<file path="src/rtl/cppf_qpll_reset_ctrl.sv">
// Per-channel QPLL reset sequencer (INIT/RESET/WAIT_LOCK/STABLE/READY/REFCLK_WAIT/FAIL); optional CPPF_QPLL_LOSS_CNT_EN lock-loss counters.
// Latency: async inputs pass 2 sync flops then 1 FSM cycle; all outputs registered. No backpressure.
module cppf_qpll_reset_ctrl #(
  parameter int NUM_QPLL         = 3,
  parameter int INIT_WAIT_CYC    = 20,
  parameter int RESET_PULSE_CYC  = 4,
  parameter int LOCK_TIMEOUT_CYC = 4000,
  parameter int LOCK_STABLE_CYC  = 16,
  parameter int MAX_RETRY        = 3
) (
  input  logic                  sysclk_in_i,
  input  logic                  reset_n,
  input  logic                  soft_reset_i,
  input  logic [NUM_QPLL-1:0]   reset_req_i,
  input  logic [NUM_QPLL-1:0]   qpll_lock_i,
  input  logic [NUM_QPLL-1:0]   qpll_refclklost_i,
  output logic [NUM_QPLL-1:0]   qpll_reset_o,
  output logic [NUM_QPLL-1:0]   qpll_ready_o,
  output logic [NUM_QPLL-1:0]   qpll_fail_o,
  output logic [8*NUM_QPLL-1:0] lock_loss_cnt_o
);

  localparam int MAX_A   = (INIT_WAIT_CYC > RESET_PULSE_CYC) ? INIT_WAIT_CYC : RESET_PULSE_CYC;
  localparam int MAX_B   = (LOCK_TIMEOUT_CYC > LOCK_STABLE_CYC) ? LOCK_TIMEOUT_CYC : LOCK_STABLE_CYC;
  localparam int MAX_CYC = (MAX_A > MAX_B) ? MAX_A : MAX_B;
  localparam int TW      = $clog2(MAX_CYC + 1);
  localparam int RW      = $clog2(MAX_RETRY + 1);

  localparam logic [TW-1:0] INIT_LAST    = TW'(INIT_WAIT_CYC - 1);
  localparam logic [TW-1:0] PULSE_LAST   = TW'(RESET_PULSE_CYC - 1);
  localparam logic [TW-1:0] TIMEOUT_LAST = TW'(LOCK_TIMEOUT_CYC - 1);
  localparam logic [TW-1:0] STABLE_LAST  = TW'(LOCK_STABLE_CYC - 1);
  localparam logic [RW-1:0] RETRY_LAST   = RW'(MAX_RETRY - 1);

  typedef enum logic [2:0] {
    ST_INIT,
    ST_RESET,
    ST_WAIT_LOCK,
    ST_STABLE,
    ST_READY,
    ST_REFCLK_WAIT,
    ST_FAIL
  } state_t;

  logic [NUM_QPLL-1:0] lock_s1, lock_s2;
  logic [NUM_QPLL-1:0] lost_s1, lost_s2;

  always_ff @(posedge sysclk_in_i or negedge reset_n) begin
    if (!reset_n) begin
      lock_s1 <= '0;
      lock_s2 <= '0;
      lost_s1 <= '0;
      lost_s2 <= '0;
    end else begin
      lock_s1 <= qpll_lock_i;
      lock_s2 <= lock_s1;
      lost_s1 <= qpll_refclklost_i;
      lost_s2 <= lost_s1;
    end
  end

  for (genvar i = 0; i < NUM_QPLL; i++) begin : g_ch
    state_t        state;
    logic [TW-1:0] timer;
    logic [RW-1:0] retry;
    logic          rst_q, rdy_q, fail_q;
    logic          restart, lock_ok, refclk_lost;

    assign restart     = soft_reset_i | reset_req_i[i];
    assign lock_ok     = lock_s2[i];
    assign refclk_lost = lost_s2[i];

    always_ff @(posedge sysclk_in_i or negedge reset_n) begin
      if (!reset_n) begin
        state  <= ST_INIT;
        timer  <= '0;
        retry  <= '0;
        rst_q  <= 1'b1;
        rdy_q  <= 1'b0;
        fail_q <= 1'b0;
      end else if (restart) begin
        state  <= ST_INIT;
        timer  <= '0;
        retry  <= '0;
        rst_q  <= 1'b1;
        rdy_q  <= 1'b0;
        fail_q <= 1'b0;
      end else begin
        case (state)
          ST_INIT: begin
            if (timer == INIT_LAST) begin
              state <= ST_RESET;
              timer <= '0;
            end else begin
              timer <= timer + 1'b1;
            end
          end
          ST_RESET: begin
            if (refclk_lost) begin
              state <= ST_REFCLK_WAIT;
              timer <= '0;
            end else if (timer == PULSE_LAST) begin
              state <= ST_WAIT_LOCK;
              timer <= '0;
              rst_q <= 1'b0;
            end else begin
              timer <= timer + 1'b1;
            end
          end
          ST_WAIT_LOCK: begin
            if (refclk_lost) begin
              state <= ST_REFCLK_WAIT;
              timer <= '0;
              rst_q <= 1'b1;
            end else if (lock_ok) begin
              state <= ST_STABLE;
              timer <= '0;
            end else if (timer == TIMEOUT_LAST) begin
              // Each timeout burns one attempt; the last one parks the channel in FAIL.
              timer <= '0;
              retry <= retry + 1'b1;
              rst_q <= 1'b1;
              if (retry == RETRY_LAST) begin
                state  <= ST_FAIL;
                fail_q <= 1'b1;
              end else begin
                state <= ST_RESET;
              end
            end else begin
              timer <= timer + 1'b1;
            end
          end
          ST_STABLE: begin
            if (refclk_lost) begin
              state <= ST_REFCLK_WAIT;
              timer <= '0;
              rst_q <= 1'b1;
            end else if (!lock_ok) begin
              state <= ST_WAIT_LOCK;
              timer <= '0;
            end else if (timer == STABLE_LAST) begin
              state <= ST_READY;
              timer <= '0;
              retry <= '0;
              rdy_q <= 1'b1;
            end else begin
              timer <= timer + 1'b1;
            end
          end
          ST_READY: begin
            // Refclk loss takes precedence: it explains the lock drop and is not a lock-loss event.
            if (refclk_lost) begin
              state <= ST_REFCLK_WAIT;
              timer <= '0;
              rst_q <= 1'b1;
              rdy_q <= 1'b0;
            end else if (!lock_ok) begin
              state <= ST_RESET;
              timer <= '0;
              rst_q <= 1'b1;
              rdy_q <= 1'b0;
            end
          end
          ST_REFCLK_WAIT: begin
            if (!refclk_lost) begin
              state <= ST_RESET;
              timer <= '0;
            end
          end
          ST_FAIL: begin
            rst_q  <= 1'b1;
            fail_q <= 1'b1;
          end
          default: begin
            state  <= ST_INIT;
            timer  <= '0;
            retry  <= '0;
            rst_q  <= 1'b1;
            rdy_q  <= 1'b0;
            fail_q <= 1'b0;
          end
        endcase
      end
    end

    assign qpll_reset_o[i] = rst_q;
    assign qpll_ready_o[i] = rdy_q;
    assign qpll_fail_o[i]  = fail_q;

`ifdef CPPF_QPLL_LOSS_CNT_EN
    logic       loss_evt;
    logic [7:0] loss_cnt;

    assign loss_evt = !restart && (state == ST_READY) && !refclk_lost && !lock_ok;

    always_ff @(posedge sysclk_in_i or negedge reset_n) begin
      if (!reset_n) begin
        loss_cnt <= '0;
      end else if (loss_evt && (loss_cnt != 8'hFF)) begin
        loss_cnt <= loss_cnt + 1'b1;
      end
    end

    assign lock_loss_cnt_o[8*i +: 8] = loss_cnt;
`else
    assign lock_loss_cnt_o[8*i +: 8] = 8'h00;
`endif
  end

endmodule

</file>
<file path="config.mk">
export PLATFORM = sky130hd
export DESIGN_NAME = cppf_qpll_reset_ctrl
export DESIGN_NICKNAME = d
export VERILOG_FILES = /design/src/rtl/cppf_qpll_reset_ctrl.sv
export SDC_FILE = /design/constraint.sdc
export NUM_CORES = 1
export LEC_CHECK = 0
export CORE_UTILIZATION = 50
export CTS_CLUSTER_DIAMETER = 40
export DETAILED_ROUTE_END_ITERATION = 8
export DONT_BUFFER_PORTS = 1
export SLEW_MARGIN = 25
export SYNTH_ARGS = -nofsm -noshare
export SYNTH_HDL_FRONTEND = slang
export SYNTH_SLANG_ARGS = --single-unit
</file>
<file path="constraint.sdc">
create_clock -name sysclk_in_i -period 3.1 [get_ports sysclk_in_i]
set_input_delay 0.93 -clock sysclk_in_i [delete_from_list [all_inputs] [get_ports sysclk_in_i]]
set_output_delay 0.93 -clock sysclk_in_i [all_outputs]
set_load 0.05 [all_outputs]
</file>
Yosys cells after proc, flatten, opt, wreduce, memory -nomap -nowiden
Cells that the tools add are included.
{"block": "word_totals", "register_bits": 72, "mem_bits_ro": 0, "memories": 0, "in_bits": 12, "mem_bits_rw": 0, "out_inout_bits": 33, "word_cells": 346, "latch_bits": 0}
{"block": "classes", "n_reduce_logical": 33, "n_mul": 0, "bitwise": 3, "mux": 180, "shift": 0, "n_lt_le_gt_ge": 0, "div": 0, "eq_ne": 102, "n_addsub": 6}
{"cell": "12-bit two-way mux", "n": 39}
{"cell": "12-bit case mux with 7 select lines", "n": 3}
{"cell": "3-bit two-way mux", "n": 42}
{"cell": "3-bit inequality test, second input constant", "n": 36}
{"cell": "3-bit case mux with 7 select lines", "n": 3}
{"cell": "7-bit AND reduction", "n": 9}
{"cell": "1-bit two-way mux", "n": 60}
{"cell": "4-bit inequality test, second input constant", "n": 12}
{"cell": "5-bit OR reduction", "n": 9}
{"cell": "2-bit two-way mux", "n": 21}
{"cell": "12-bit by 1-bit adder with 12-bit output, second input constant", "n": 3}
{"cell": "12-bit == test, second input constant", "n": 3}
{"cell": "12-bit by 2-bit == test with 1-bit output, second input constant", "n": 3}
{"cell": "12-bit by 4-bit == test with 1-bit output, second input constant", "n": 3}
{"cell": "12-bit by 5-bit == test with 1-bit output, second input constant", "n": 3}
{"cell": "5-bit inequality test, second input constant", "n": 6}
{"cell": "5-bit AND reduction", "n": 6}
{"cell": "3-bit == test, second input constant", "n": 9}
{"cell": "2-bit by 1-bit inequality test with 1-bit output, second input constant", "n": 12}
{"cell": "3-bit by 2-bit == test with 1-bit output, second input constant", "n": 6}
{"cell": "1-bit case mux with 3 select lines", "n": 6}
{"cell": "2-bit case mux with 3 select lines", "n": 3}
{"cell": "1-bit case mux with 5 select lines", "n": 3}
{"cell": "3-bit by 1-bit == test with 1-bit output, second input constant", "n": 3}
{"cell": "other kinds (7)", "n": 21}

Longest topological paths before layout
{"block": "logic_depth", "depth_word": 7, "mapped_depth": 9, "mapped_depth_nobuf": 8}

Least setup slack after synthesis
Ideal clock, no wire load.
{"block": "synth_path", "kind": "input to register", "startpoint": "input port soft_reset_i", "endpoint": "register g_ch[1].timer[8]", "path_stages": 7, "setup_time_ns": 0.125, "setup_slack_ns": 0.676, "n_path_buf": 2, "required_ns": 2.975, "t_arrival_ns": 2.299, "cell_sequence": "or2_2 clkbuf_1 a211oi_2 buf_2 nor3_1 o32ai_1 nor2_1"}
{"block": "synth_via", "elab_chain_cells": 3, "word_cells_on_any_way": 6, "classes_between": "eq/ne: 3; mux: 1; bitwise: 1; reduce/logical: 1"}
{"item": "start, declared", "line_no": "13", "source": "input logic soft_reset_i,"}
{"item": "1-bit bitwise OR (*)", "line_no": "69", "source": "assign restart = soft_reset_i | reset_req_i[i];"}
{"item": "4-bit inequality test (no line), or another cell as far along"}
{"item": "3-bit AND reduction (no line)"}
{"item": "end signal, assigned", "line_no": "95", "source": "timer <= timer + 1'b1;"}
{"item": "end signal, assigned", "line_no": "107", "source": "timer <= timer + 1'b1;"}
{"item": "end signal, assigned", "line_no": "130", "source": "timer <= timer + 1'b1;"}
{"item": "end, declared", "line_no": "64", "source": "logic [TW-1:0] timer;"}
Every way passes the cells marked *; elsewhere a longest branch is shown, timed or not.
A chain may end at the register's enable or synchronous reset.

Worst setup path in the final report
{"block": "layout_path", "startpoint": "register g_ch[2].timer[0]", "endpoint": "register g_ch[2].state[0]"}
{"block": "layout_via", "elab_chain_cells": 3, "word_cells_on_any_way": 9, "classes_between": "eq/ne: 8; reduce/logical: 1"}
{"item": "start, declared", "line_no": "64"}
{"item": "start signal, assigned", "line_no": "95"}
{"item": "start signal, assigned", "line_no": "107"}
{"item": "start signal, assigned", "line_no": "130"}
{"item": "12-bit by 4-bit == test with 1-bit output, or another cell as far along", "line_no": "141", "source": "end else if (timer == STABLE_LAST) begin"}
{"item": "5-bit inequality test (no line), or another cell as far along"}
{"item": "7-bit AND reduction (no line) (*)"}
{"item": "end signal, assigned", "line_no": "139", "source": "state <= ST_WAIT_LOCK;"}
{"item": "end signal, assigned", "line_no": "142", "source": "state <= ST_READY;"}
{"item": "end signal, assigned", "line_no": "153", "source": "state <= ST_REFCLK_WAIT;"}
{"item": "end, declared", "line_no": "63", "source": "state_t state;"}
Marked as above.

==> out/results.ini <==
[status]
status=finished clean

[yosys]
synth_cell_types=79
syn_inst=534
synth_area_leader_cell=dfrtp_1
synth_area_per_cell_um2=8.79
netlist.area_leader.share_pct=36.8
ys_ff_latch=72
synth-seq-area-share_pct=38.5
yosysWarnings=0
synth_ff_type=dfrtp_1
synth_area_leaders=dfrtp_1, buf_4, nand2_1
synth_enable_flop_cells=0
synthesis.area_um2=4690
async_flop_share_pct=100

[layout]
post-route-util_pct=54.3
diodes=0
drive_gt1_share_pct=10.7
area_delta_synth_final_pct=2.85
nNetsFinal=534

[floorplan]
row_count=34
die_x_um=98.9
initial_core_util_pct=52.8
die_h_um=98.9
core_um2=8890
dieArea_um2=9780
pin_count=45

[critical_path]
critPathArrivalTime_ps=2680
crit_fanout=7
rrSetupSlack_ps=650
reg2reg_to=g_ch[2].state[0]
critPathMaxStageDelay_ps=450
r2r_start=g_ch[2].timer[0]
crit_slowest_cell=a221oi_4
cp.buffers_inverters=0
path_class=flip-flop to flip-flop
worstPathRequired_ps=3330
start_kind=flip-flop
cp_cell_sequence=ha_1 -> and3_1 -> nand4_1 -> a32oi_2 -> o21ai_2 -> a221oi_4 -> mux2_4
r2r_cells=7
crit_family=compound AO/OA/AOI/OAI gates
worstSetupEndpointType=flip-flop

[sta]
drv_slew=0
tns_ps=0
hold_viol=0
setup_viol_count_final=0
fin_crit_ps=2450
fmax_mhz=408
period_share_pct=79.1
slew_headroom_pct=66.4
tightest_slew_ps=498
grt_setup_unrepaired=no
fin_worst_skew_ps=12.8

[grt]
grt_overflow=0
grt_pass1_vias=3578
grtUsageMet2_pct=34.3
grt_pass1_wl_mm=17.2
busiest_layer=met2
antenna_found_initial=0
grt_max_degree=73
met3_usage_pct=2.55
grt_usage_pct=21.7
use_met1_pct=30.5

[route]
drc=0
ant_nets=0
routedWlPerCell_um=16.1
drt-pass1-iter-count=5
viasPerCell=5.95
totalWireLength_mm=10.1
drt_iter0_drc=204
via_count=3742

[place]
io_buffers=0
hpwlAfterDp_mm=6.93
place_congestion=0.932

[flow_run]
max_cap_viol_count=0

[power]
p_int_uw=1470
switchingPower_uw=571
ir_drop_mv=0.289
switching_share_pct=28.0
power.total_uw=2040
p_clk_share_pct=38.3
power_density_nw_per_um2=422
p_comb_share_pct=12.7
seqPwrFrac_pct=49.1
leakage_uw=0.00204

[cts]
cts_tree=built
cts_resized=0
cts_setup_buffers=0
path_clk_slew_ps=80
clkSinkCount=72
clockBufferDepth=2
htreeDepth=3
clk-insertion-delay-late_ps=340
holdBufCountCts=0
clockRootBuffer=clkbuf_8
cts_buffers=9

[min_path]
hp-class=input port to asynchronous set/reset pin

==> cells by family after synthesis <==
group           Yosys count  synth area share [%]
xor+xnor                 11                  2.05
compound gates          135                  21.5
buf+inv                  78                  9.28
simple gates            224                  25.3
fa+ha+maj                 6                  1.60
mux                       7                  1.73
flops                    72                  38.5
other cells               1                0.0799
==> through the flow <==
step | area (um^2) | instances | hold WS [ps] | setup WS (ps)
final | 4830 | 629 | 274 | 648
after global routing | 4830 | 629 | 249 | 444
after CTS | 4830 | 629 | 258 | 651
after detailed placement | 4620 | 613 | 336 | 556
after global placement | 4620 | 613 | 333 | 606
after floorplan | 4780 | 557 | 331 | 676
==> power by group through the flow <==
stage	clock, uW	combinational, uW	sequential [uW]
global placement	0	251	1020
floorplan	0	255	1000
global route	840	280	1010
detailed placement	0	255	1020
finish	780	258	1000
CTS	797	256	999
==> worst register-to-register path, delay by kind of cell (launching register included) <==
kind                       cells  cell delay (ps)
muxes                          1              340
AOI/OAI and AO/OA              3              870
adders and majority gates      1              240
and+or+nand+nor                2              500
DFF                            1              400
==> flip-flops by register name, summed over array words and instances, names as in the netlist <==
| name | cells |
|---|---|
| g_ch.rst_q | 3 |
| lost_s1 | 3 |
| lock_s2 | 3 |
| g_ch.rdy_q | 3 |
| g_ch.state | 9 |
| lock_s1 | 3 |
| g_ch.timer | 36 |
| lost_s2 | 3 |
| g_ch.retry | 6 |
| g_ch.fail_q | 3 |
==> layout by cell type (no fill, tap or decap), drive strengths merged, types with 12 or more instances in the layout <==
cell type / n
a21o: 12
inv: 18
a21oi: 25
a31oi: 13
dfrtp: 69
nor2: 53
nand3: 23
o21ai: 26
conb: 24
nand2: 54
and3: 12
nor3: 14
clkbuf: 12
==> layout make-up <==
type	instances	area [um^2]
clock buffer	12	155
clock inverter	4	52.6
fill	817	4060
inverter	18	67.6
multi-input combinational	407	2540
sequential	72	1810
tap	108	135
timing repair buffer	8	72.6
==> cell usage after synthesis, types with 9 or more instances <==
cell type / number
nor2b_1: 10
o21ai_0: 21
nor3_1: 14
nand4_1: 9
nand2_1: 54
a22o_1: 10
dfrtp_1: 69
a21o_1: 12
a21oi_1: 24
buf_4: 34
a31oi_1: 13
inv_1: 18
xnor2_1: 10
nand3_1: 23
nor2_1: 52
clkbuf_1: 17
and3_1: 12
==> metal layers <==
metal / wire, um / vias up / part of all wire [%]
met3: 481 / 15 / 4.8
met4: 124 / 0 / 1.2
met5: 0 / - / 0
li1: - / 1845 / -
met2: 4600 / 116 / 46
met1: 4890 / 1766 / 48
==> how the worst max path moves through the flow <==
stage                        endpoint  cells after the start              from
finish               g_ch[2].state[0]                      7  g_ch[2].timer[0]
global route         g_ch[2].state[0]                      7  g_ch[2].timer[0]
CTS                  g_ch[2].state[0]                      7  g_ch[2].timer[0]
detailed placement   g_ch[0].timer[8]                      7    reset_req_i[0]
global placement    g_ch[0].timer[11]                      7    reset_req_i[0]
floorplan            g_ch[1].timer[8]                      7      soft_reset_i
(Power assumes the default switching activity.)
